`src/rtl/agc_rom_fetch_pkg.sv`:
```
// Shared widths, state encoding and timer sizing for the AGC ROM fetch sequencer.
// Latency: n/a (declarations only).
// Backpressure: n/a.
package agc_rom_fetch_pkg;

   localparam int ROM_ADDR_W = 17;
   localparam int ROM_DATA_W = 16;

   // Sequencer state encoding, kept as plain constants so older tools and
   // netlist probes see a fixed 3-bit code.
   localparam logic [2:0] ST_IDLE    = 3'd0;
   localparam logic [2:0] ST_SETUP   = 3'd1;
   localparam logic [2:0] ST_ACCESS  = 3'd2;
   localparam logic [2:0] ST_READ    = 3'd3;
   localparam logic [2:0] ST_RECOVER = 3'd4;
   localparam logic [2:0] ST_RESP    = 3'd5;

   // Counter width that can hold (max phase length - 1); never below 1 bit.
   function automatic int timer_w(input int acc, input int oe, input int rec);
      int m;
      m = acc;
      if (oe > m) m = oe;
      if (rec > m) m = rec;
      return (m <= 1) ? 1 : $clog2(m);
   endfunction

endpackage

```
`src/rtl/agc_rom_fetch_if.sv`:
```
// Request/response channel between the AGC core fetch path and the ROM sequencer.
// Latency: n/a (wires only).
// Backpressure: valid/ready on both the request and the response side.
interface agc_rom_fetch_if;
   import agc_rom_fetch_pkg::*;

   logic                  req_valid;
   logic                  req_ready;
   logic [ROM_ADDR_W-1:0] req_addr;
   logic                  rsp_valid;
   logic                  rsp_ready;
   logic [ROM_DATA_W-1:0] rsp_data;

   // Core side: issues word addresses and consumes fetched words.
   modport master (
      output req_valid,
      output req_addr,
      output rsp_ready,
      input  req_ready,
      input  rsp_valid,
      input  rsp_data
   );

   // Sequencer side: accepts addresses and returns fetched words.
   modport slave (
      input  req_valid,
      input  req_addr,
      input  rsp_ready,
      output req_ready,
      output rsp_valid,
      output rsp_data
   );

endinterface

```
`src/rtl/agc_rom_fetch_timer.sv`:
```
// Loadable down-counter with a zero flag, shared by the ACCESS/READ/RECOVER phases.
// Latency: a loaded value N reads back as zero N clocks after the load edge.
// Backpressure: none; load has priority over counting, counter parks at zero.
module agc_rom_fetch_timer #(
   parameter int W = 7
) (
   input  logic         clk_i,
   input  logic         rst_n_i,
   input  logic         load_i,
   input  logic [W-1:0] load_val_i,
   output logic         zero_o
);

   logic [W-1:0] count_q;
   logic [W-1:0] count_d;

   // Next count: reload wins, otherwise step down until zero and hold there.
   always_comb begin
      count_d = count_q;
      if (load_i) begin
         count_d = load_val_i;
      end else if (count_q != '0) begin
         count_d = count_q - W'(1);
      end
   end

   // Counter register, cleared by reset.
   always_ff @(posedge clk_i or negedge rst_n_i) begin
      if (!rst_n_i) begin
         count_q <= '0;
      end else begin
         count_q <= count_d;
      end
   end

   assign zero_o = (count_q == '0);

endmodule

```
`src/rtl/agc_rom_fetch.sv`:
```
// Read sequencer driving an SST39VF200A-style parallel flash for AGC ROM fetches.
// Latency: 1+ACCESS_CYCLES+OE_CYCLES+RECOVER_CYCLES+1 clocks handshake-to-rsp_valid; 1 clock on a cache hit.
// Backpressure: one request in flight; req_ready only in IDLE, response held until rsp_ready.
// Optional build macro: AGC_ROM_FETCH_CACHE_EN adds a one-entry last-word cache.
module agc_rom_fetch
   import agc_rom_fetch_pkg::*;
#(
   parameter int ACCESS_CYCLES  = 128,
   parameter int OE_CYCLES      = 2,
   parameter int RECOVER_CYCLES = 2
) (
   input  logic                  SIM_CLK,
   input  logic                  SIM_RST,
   agc_rom_fetch_if.slave        bus,
   output logic [ROM_ADDR_W-1:0] flash_a,
   output logic                  flash_ce_n,
   output logic                  flash_oe_n,
   output logic                  flash_we_n,
   input  logic [ROM_DATA_W-1:0] flash_dq,
   output logic                  busy
);

   // Zero-length phases would break the countdown scheme, so refuse them.
   if (ACCESS_CYCLES < 1) begin : g_bad_access
      $error("agc_rom_fetch: ACCESS_CYCLES must be >= 1");
   end
   if (OE_CYCLES < 1) begin : g_bad_oe
      $error("agc_rom_fetch: OE_CYCLES must be >= 1");
   end
   if (RECOVER_CYCLES < 1) begin : g_bad_recover
      $error("agc_rom_fetch: RECOVER_CYCLES must be >= 1");
   end

   localparam int TW = timer_w(ACCESS_CYCLES, OE_CYCLES, RECOVER_CYCLES);
   localparam logic [TW-1:0] LD_ACCESS  = TW'(ACCESS_CYCLES - 1);
   localparam logic [TW-1:0] LD_OE      = TW'(OE_CYCLES - 1);
   localparam logic [TW-1:0] LD_RECOVER = TW'(RECOVER_CYCLES - 1);

   logic [2:0]            state_q, state_d;
   logic [ROM_ADDR_W-1:0] flash_a_q, flash_a_d;
   logic                  ce_n_q, ce_n_d;
   logic                  oe_n_q, oe_n_d;
   logic                  rsp_valid_q, rsp_valid_d;
   logic [ROM_DATA_W-1:0] rsp_data_q, rsp_data_d;

   logic                  tmr_load;
   logic [TW-1:0]         tmr_val;
   logic                  tmr_zero;

   logic                  req_hs;
   logic                  cache_hit;
   logic [ROM_DATA_W-1:0] cache_dat;

   agc_rom_fetch_timer #(
      .W (TW)
   ) u_timer (
      .clk_i      (SIM_CLK),
      .rst_n_i    (SIM_RST),
      .load_i     (tmr_load),
      .load_val_i (tmr_val),
      .zero_o     (tmr_zero)
   );

   // Ready is forced low while reset is asserted so nothing is taken during reset.
   assign bus.req_ready = (state_q == ST_IDLE) && SIM_RST;
   assign req_hs        = bus.req_valid && bus.req_ready;

`ifdef AGC_ROM_FETCH_CACHE_EN
   logic [ROM_ADDR_W-1:0] cache_tag_q;
   logic [ROM_DATA_W-1:0] cache_dat_q;
   logic                  cache_vld_q;
   logic                  cache_fill;

   // Every flash sample refreshes the cache with the word just read.
   assign cache_fill = (state_q == ST_READ) && tmr_zero;

   // Last-word cache storage, emptied by reset.
   always_ff @(posedge SIM_CLK or negedge SIM_RST) begin
      if (!SIM_RST) begin
         cache_tag_q <= '0;
         cache_dat_q <= '0;
         cache_vld_q <= 1'b0;
      end else if (cache_fill) begin
         cache_tag_q <= flash_a_q;
         cache_dat_q <= flash_dq;
         cache_vld_q <= 1'b1;
      end
   end

   assign cache_hit = cache_vld_q && (cache_tag_q == bus.req_addr);
   assign cache_dat = cache_dat_q;
`else
   assign cache_hit = 1'b0;
   assign cache_dat = '0;
`endif

   // Sequencer next-state: walks the flash read cycle and manages the phase timer.
   always_comb begin
      state_d     = state_q;
      flash_a_d   = flash_a_q;
      ce_n_d      = ce_n_q;
      oe_n_d      = oe_n_q;
      rsp_valid_d = rsp_valid_q;
      rsp_data_d  = rsp_data_q;
      tmr_load    = 1'b0;
      tmr_val     = '0;

      case (state_q)
         ST_IDLE: begin
            if (req_hs) begin
               if (cache_hit) begin
                  // Serve from the cache; flash pins stay untouched.
                  rsp_data_d  = cache_dat;
                  rsp_valid_d = 1'b1;
                  state_d     = ST_RESP;
               end else begin
                  flash_a_d = bus.req_addr;
                  state_d   = ST_SETUP;
               end
            end
         end
         ST_SETUP: begin
            ce_n_d   = 1'b0;
            tmr_load = 1'b1;
            tmr_val  = LD_ACCESS;
            state_d  = ST_ACCESS;
         end
         ST_ACCESS: begin
            if (tmr_zero) begin
               oe_n_d   = 1'b0;
               tmr_load = 1'b1;
               tmr_val  = LD_OE;
               state_d  = ST_READ;
            end
         end
         ST_READ: begin
            if (tmr_zero) begin
               // The only point where DQ is looked at; it is floating elsewhere.
               rsp_data_d = flash_dq;
               ce_n_d     = 1'b1;
               oe_n_d     = 1'b1;
               tmr_load   = 1'b1;
               tmr_val    = LD_RECOVER;
               state_d    = ST_RECOVER;
            end
         end
         ST_RECOVER: begin
            if (tmr_zero) begin
               rsp_valid_d = 1'b1;
               state_d     = ST_RESP;
            end
         end
         ST_RESP: begin
            if (bus.rsp_ready) begin
               rsp_valid_d = 1'b0;
               state_d     = ST_IDLE;
            end
         end
         default: begin
            // Unreachable codes fall back to a quiet bus and IDLE.
            ce_n_d      = 1'b1;
            oe_n_d      = 1'b1;
            rsp_valid_d = 1'b0;
            state_d     = ST_IDLE;
         end
      endcase
   end

   // State and pin registers; reset drops CE_n/OE_n high without waiting for a clock.
   always_ff @(posedge SIM_CLK or negedge SIM_RST) begin
      if (!SIM_RST) begin
         state_q     <= ST_IDLE;
         flash_a_q   <= '0;
         ce_n_q      <= 1'b1;
         oe_n_q      <= 1'b1;
         rsp_valid_q <= 1'b0;
         rsp_data_q  <= '0;
      end else begin
         state_q     <= state_d;
         flash_a_q   <= flash_a_d;
         ce_n_q      <= ce_n_d;
         oe_n_q      <= oe_n_d;
         rsp_valid_q <= rsp_valid_d;
         rsp_data_q  <= rsp_data_d;
      end
   end

   assign flash_a       = flash_a_q;
   assign flash_ce_n    = ce_n_q;
   assign flash_oe_n    = oe_n_q;
   assign flash_we_n    = 1'b1;
   assign bus.rsp_valid = rsp_valid_q;
   assign bus.rsp_data  = rsp_data_q;
   assign busy          = (state_q != ST_IDLE);

endmodule

```
`src/flat_wrapper.sv`:
```
// flat-port wrapper written by rule: the top's interface ports become plain ports
module agc_rom_fetch_flat import agc_rom_fetch_pkg::*;
#(
   parameter int ACCESS_CYCLES  = 128,
   parameter int OE_CYCLES      = 2,
   parameter int RECOVER_CYCLES = 2
)
  (SIM_CLK, SIM_RST, flash_a, flash_ce_n, flash_oe_n, flash_we_n, flash_dq, busy, bus_req_valid, bus_req_addr, bus_rsp_ready, bus_req_ready, bus_rsp_valid, bus_rsp_data);
  agc_rom_fetch_if bus_i ();
  input  logic SIM_CLK;
  input  logic SIM_RST;
  output logic [ROM_ADDR_W-1:0] flash_a;
  output logic flash_ce_n;
  output logic flash_oe_n;
  output logic flash_we_n;
  input  logic [ROM_DATA_W-1:0] flash_dq;
  output logic busy;
  input wire logic [$bits(bus_i.req_valid)-1:0] bus_req_valid;
  input wire logic [$bits(bus_i.req_addr)-1:0] bus_req_addr;
  input wire logic [$bits(bus_i.rsp_ready)-1:0] bus_rsp_ready;
  output wire logic [$bits(bus_i.req_ready)-1:0] bus_req_ready;
  output wire logic [$bits(bus_i.rsp_valid)-1:0] bus_rsp_valid;
  output wire logic [$bits(bus_i.rsp_data)-1:0] bus_rsp_data;
  assign bus_i.req_valid = bus_req_valid;
  assign bus_i.req_addr = bus_req_addr;
  assign bus_i.rsp_ready = bus_rsp_ready;
  assign bus_req_ready = bus_i.req_ready;
  assign bus_rsp_valid = bus_i.rsp_valid;
  assign bus_rsp_data = bus_i.rsp_data;
  agc_rom_fetch #(.ACCESS_CYCLES(ACCESS_CYCLES), .OE_CYCLES(OE_CYCLES), .RECOVER_CYCLES(RECOVER_CYCLES)) u_core (.SIM_CLK(SIM_CLK), .SIM_RST(SIM_RST), .bus(bus_i), .flash_a(flash_a), .flash_ce_n(flash_ce_n), .flash_oe_n(flash_oe_n), .flash_we_n(flash_we_n), .flash_dq(flash_dq), .busy(busy));
endmodule
```
`config.mk`:
```
export PLATFORM = sky130hd
export DESIGN_NAME = agc_rom_fetch_flat
export DESIGN_NICKNAME = d
export VERILOG_FILES = /design/src/rtl/agc_rom_fetch_pkg.sv /design/src/rtl/agc_rom_fetch_if.sv /design/src/rtl/agc_rom_fetch_timer.sv /design/src/rtl/agc_rom_fetch.sv /design/src/flat_wrapper.sv
export SDC_FILE = /design/constraint.sdc
export NUM_CORES = 1
export LEC_CHECK = 0
export CORE_MARGIN = 3
export CORE_UTILIZATION = 25
export CTS_CLUSTER_SIZE = 8
export DETAILED_ROUTE_END_ITERATION = 7
export SLEW_MARGIN = 20
export SYNTH_ARGS = -nofsm -noshare
export SYNTH_HDL_FRONTEND = slang
export SYNTH_SLANG_ARGS = --single-unit
```
`constraint.sdc`:
```
create_clock -name SIM_CLK -period 3.35 [get_ports SIM_CLK]
set_clock_uncertainty 0.15 [all_clocks]
set_input_delay 0.67 -clock SIM_CLK [delete_from_list [all_inputs] [get_ports SIM_CLK]]
set_output_delay 0.67 -clock SIM_CLK [all_outputs]
set_load 0.05 [all_outputs]
```
==> reports/metrics.yaml <==
routing:
  detail_route.iter0.violations: 61
  routed_via_density: 4.31
  drcViolationCount: 0
  drt_wl_total_um: 4250
  dr.pass1.iters: 5
  ant_nets: 0
  drt-wirelength-per-cell_um: 13.3
  vias: 1379
worst_setup_path:
  slowest_stage: "clkdlybuf4s50_1"
  cp-end-kind: "output port"
  cp_cell_sequence: "nor2_1 -> nand2_1 -> clkdlybuf4s50_1"
  critPathMaxFanout: 11
  startpoint_type: "flop"
  worstPathRequired_ns: 2.53
  path_class: "reg -> out"
  cpPeakStageDelay_ns: 0.81
  critPathLaunch: "u_core.state_q[1]"
  rrSetupSlack_ns: 0.96
  arrival_ns: 1.86
  worstReg2RegStart: "u_core.u_timer.count_q[0]"
  r2r-end: "u_core.bus.rsp_data[0]"
  endpoint: "busy"
  r2r_cells: 6
die:
  row_count: 31
  start_util_pct: 26.7
  die_y_um: 95.4
  ios: 76
  dieArea_um2: 9100
  fp.coreArea_um2: 7490
  die_x_um: 95.4
synth:
  yosys_most_used_dff: "dfrtp_1"
  yosys_register_bits: 46
  synth_edf_count: 0
  ys.warnings.count: 0
  netlist-cell-type-count: 39
  syn_avg_cell_area_um2: 13.7
  synth_top_area_share_pct: 55.1
  synth_nets: 185
  synthCells: 146
  synth.area.top_cells: "dfrtp_1 (55%), mux2_2 (14%), mux2_4 (6.8%)"
  yosysSeqAreaShare_pct: 57.7
  synthArstFlopShare_pct: 100
  yosysTopAreaCell: "dfrtp_1"
  synth_area_um2: 2000
cts:
  cts_buffers: 5
  h-tree-depth: 2
  postCtsSetupBuffers: 0
  path_clk_slew_ns: 0.08
  ctsHoldBuffers: 0
  cts-resized-gates: 0
  cts_sinks: 46
  max-clock-path-buffers: 2
  cts_tree: "yes"
  clock-root-buffer: "clkbuf_8"
  clk_latency_ns: 0.30
layout:
  final_cell_count_no_fill: 320
  layout.nets: 259
  synthToLayoutAreaGrowth_pct: 44.2
  antenna_cells: 0
  drive_gt1_share_pct: 22.2
  final_util_pct: 38.5
global_routing:
  grt.busiest_layer: "met2"
  antenna_found_initial: 0
  grt_use_total_pct: 10.2
  use_met3_pct: 3.79
  grt_pass1_vias: 1505
  grt_max_degree: 47
  grt_first_pass_wirelength_um: 7130
  grt_remaining_overflow: 0
  met2_usage_pct: 16.9
  grt_use_met1_pct: 12.0
timing:
  slew-limit-headroom_pct: 60.9
  worst_pin_slew_ns: 0.587
  finalSetupTns_ns: 0
  grt_setup_unrepaired: "no"
  hold_viol: 0
  finalCriticalPeriod_ns: 2.68
  max_freq_ghz: 0.373
  drv_slew: 0
  setup_viol: 0
  timing.final.crit_share_pct: 80.0
  hold_ws_ns: 0.347
power_and_ir_drop:
  switching_share_pct: 21.1
  p_seq_share_pct: 57.7
  irDropWorstVdd_mv: 0.124
  pwr-share-clk_pct: 36.4
  p_per_area_nw_per_um2: 334
  combPwrFrac_pct: 5.8
  leakage_nw: 1.28
  power.switching_mw: 0.203
  internal_power_mw: 0.758
placed_design:
  dpl.hpwl_um: 3040
  io_buffers: 74
  gp_congestion: 0.753
  placed_cells: 312
job:
  drv_cap: 0
worst_hold_path:
  min_path_type: "in -> async"
status:
  outcome: "finished clean"
-- flip-flops by register name (all words and copies together) (netlist names) --
name and flops:
u_core.bus.rsp_data 16, u_core.bus.rsp_valid 1, u_core.flash_a 17, u_core.flash_ce_n 1
u_core.flash_oe_n 1, u_core.state_q 3, u_core.u_timer.count_q 7
-- Yosys cell counts (2+ instances only) --
cell,instances
dfrtp_1,44
mux2_2,24
mux2_4,9
nand2_1,8
o21ai_0,7
inv_1,4
nor2_1,4
buf_2,3
nand3_1,3
nor3_1,3
xnor2_1,3
a31oi_1,2
dfstp_2,2
ha_1,2
nand2b_1,2
nor2b_1,2
o31ai_1,2
-- placed cells by master (no fill, tap or decap), drive strengths merged, types with 2 or more instances in the layout --
cell	n
a31oi	2
nor2	4
mux2	33
clkbuf	7
nor3	3
xnor2	3
buf	3
o31ai	2
ha	2
inv	4
and3	2
nand2b	2
nand2	9
o21ai	7
clkdlybuf4s50	72
dfrtp	44
nor4	2
nand3	3
dfstp	2
nor2b	2
-- worst min path at each step --
stage | cells past startpoint | end
6_report | 2 | u_core.u_timer.count_q[6]
2_1_floorplan | 0 | u_core.bus.rsp_data[0]
3_3_place_gp | 1 | u_core.flash_a[14]
5_1_grt | 1 | u_core.bus.rsp_data[8]
3_5_place_dp | 1 | u_core.flash_a[0]
4_1_cts | 1 | u_core.flash_a[0]
-- cells by family after synthesis --
logic type | after synthesis | synth area share (%)
simple gates | 31 | 9.02
fa+ha+maj | 2 | 1.25
flops | 46 | 57.7
other cells | 1 | 0.188
mux | 33 | 20.3
xor+xnor | 4 | 1.75
buf+inv | 12 | 4.38
compound gates | 17 | 5.38
-- metrics by stage --
step           setup WS [ns]  cell area [µm²]  total power [mW]
5_1_grt                0.548             2880              1.01
2_1_floorplan           1.19             2000             0.570
3_5_place_dp           0.989             2790             0.624
6_report               0.671             2880             0.961
4_1_cts                0.650             2880             0.982
3_3_place_gp            1.01             2790             0.623
-- final cells by class --
type / count / area (µm²)
Inverter: 4 / 15.0
Timing Repair Buffer: 75 / 741
Fill cell: 727 / 4600
Clock buffer: 7 / 86.3
Multi-Input combinational cell: 88 / 757
Clock inverter: 1 / 5.00
Tap cell: 99 / 124
Sequential cell: 46 / 1150
-- power by group through the flow --
stage / logic [mW] / clock network [mW] / registers, mW
5_1_grt: 0.0618 / 0.394 / 0.555
3_5_place_dp: 0.0578 / 0 / 0.566
4_1_cts: 0.0582 / 0.369 / 0.555
3_3_place_gp: 0.0576 / 0 / 0.566
6_report: 0.0561 / 0.350 / 0.555
2_1_floorplan: 0.00395 / 0 / 0.566
-- routing by layer --
metal,part of all wire (%),vias up
met3,7.8,5
met5,0,-
li1,-,656
met4,1.5,0
met2,50,41
met1,41,677
-- critical path, delay by kind of cell, from the launching register on --
family                 cells  cell delay (ns)
AND/OR/NAND/NOR            2             0.23
buffers and inverters      1             0.81
flip-flops                 1             0.53
Note: power is estimated with default switching activity, not from simulation.
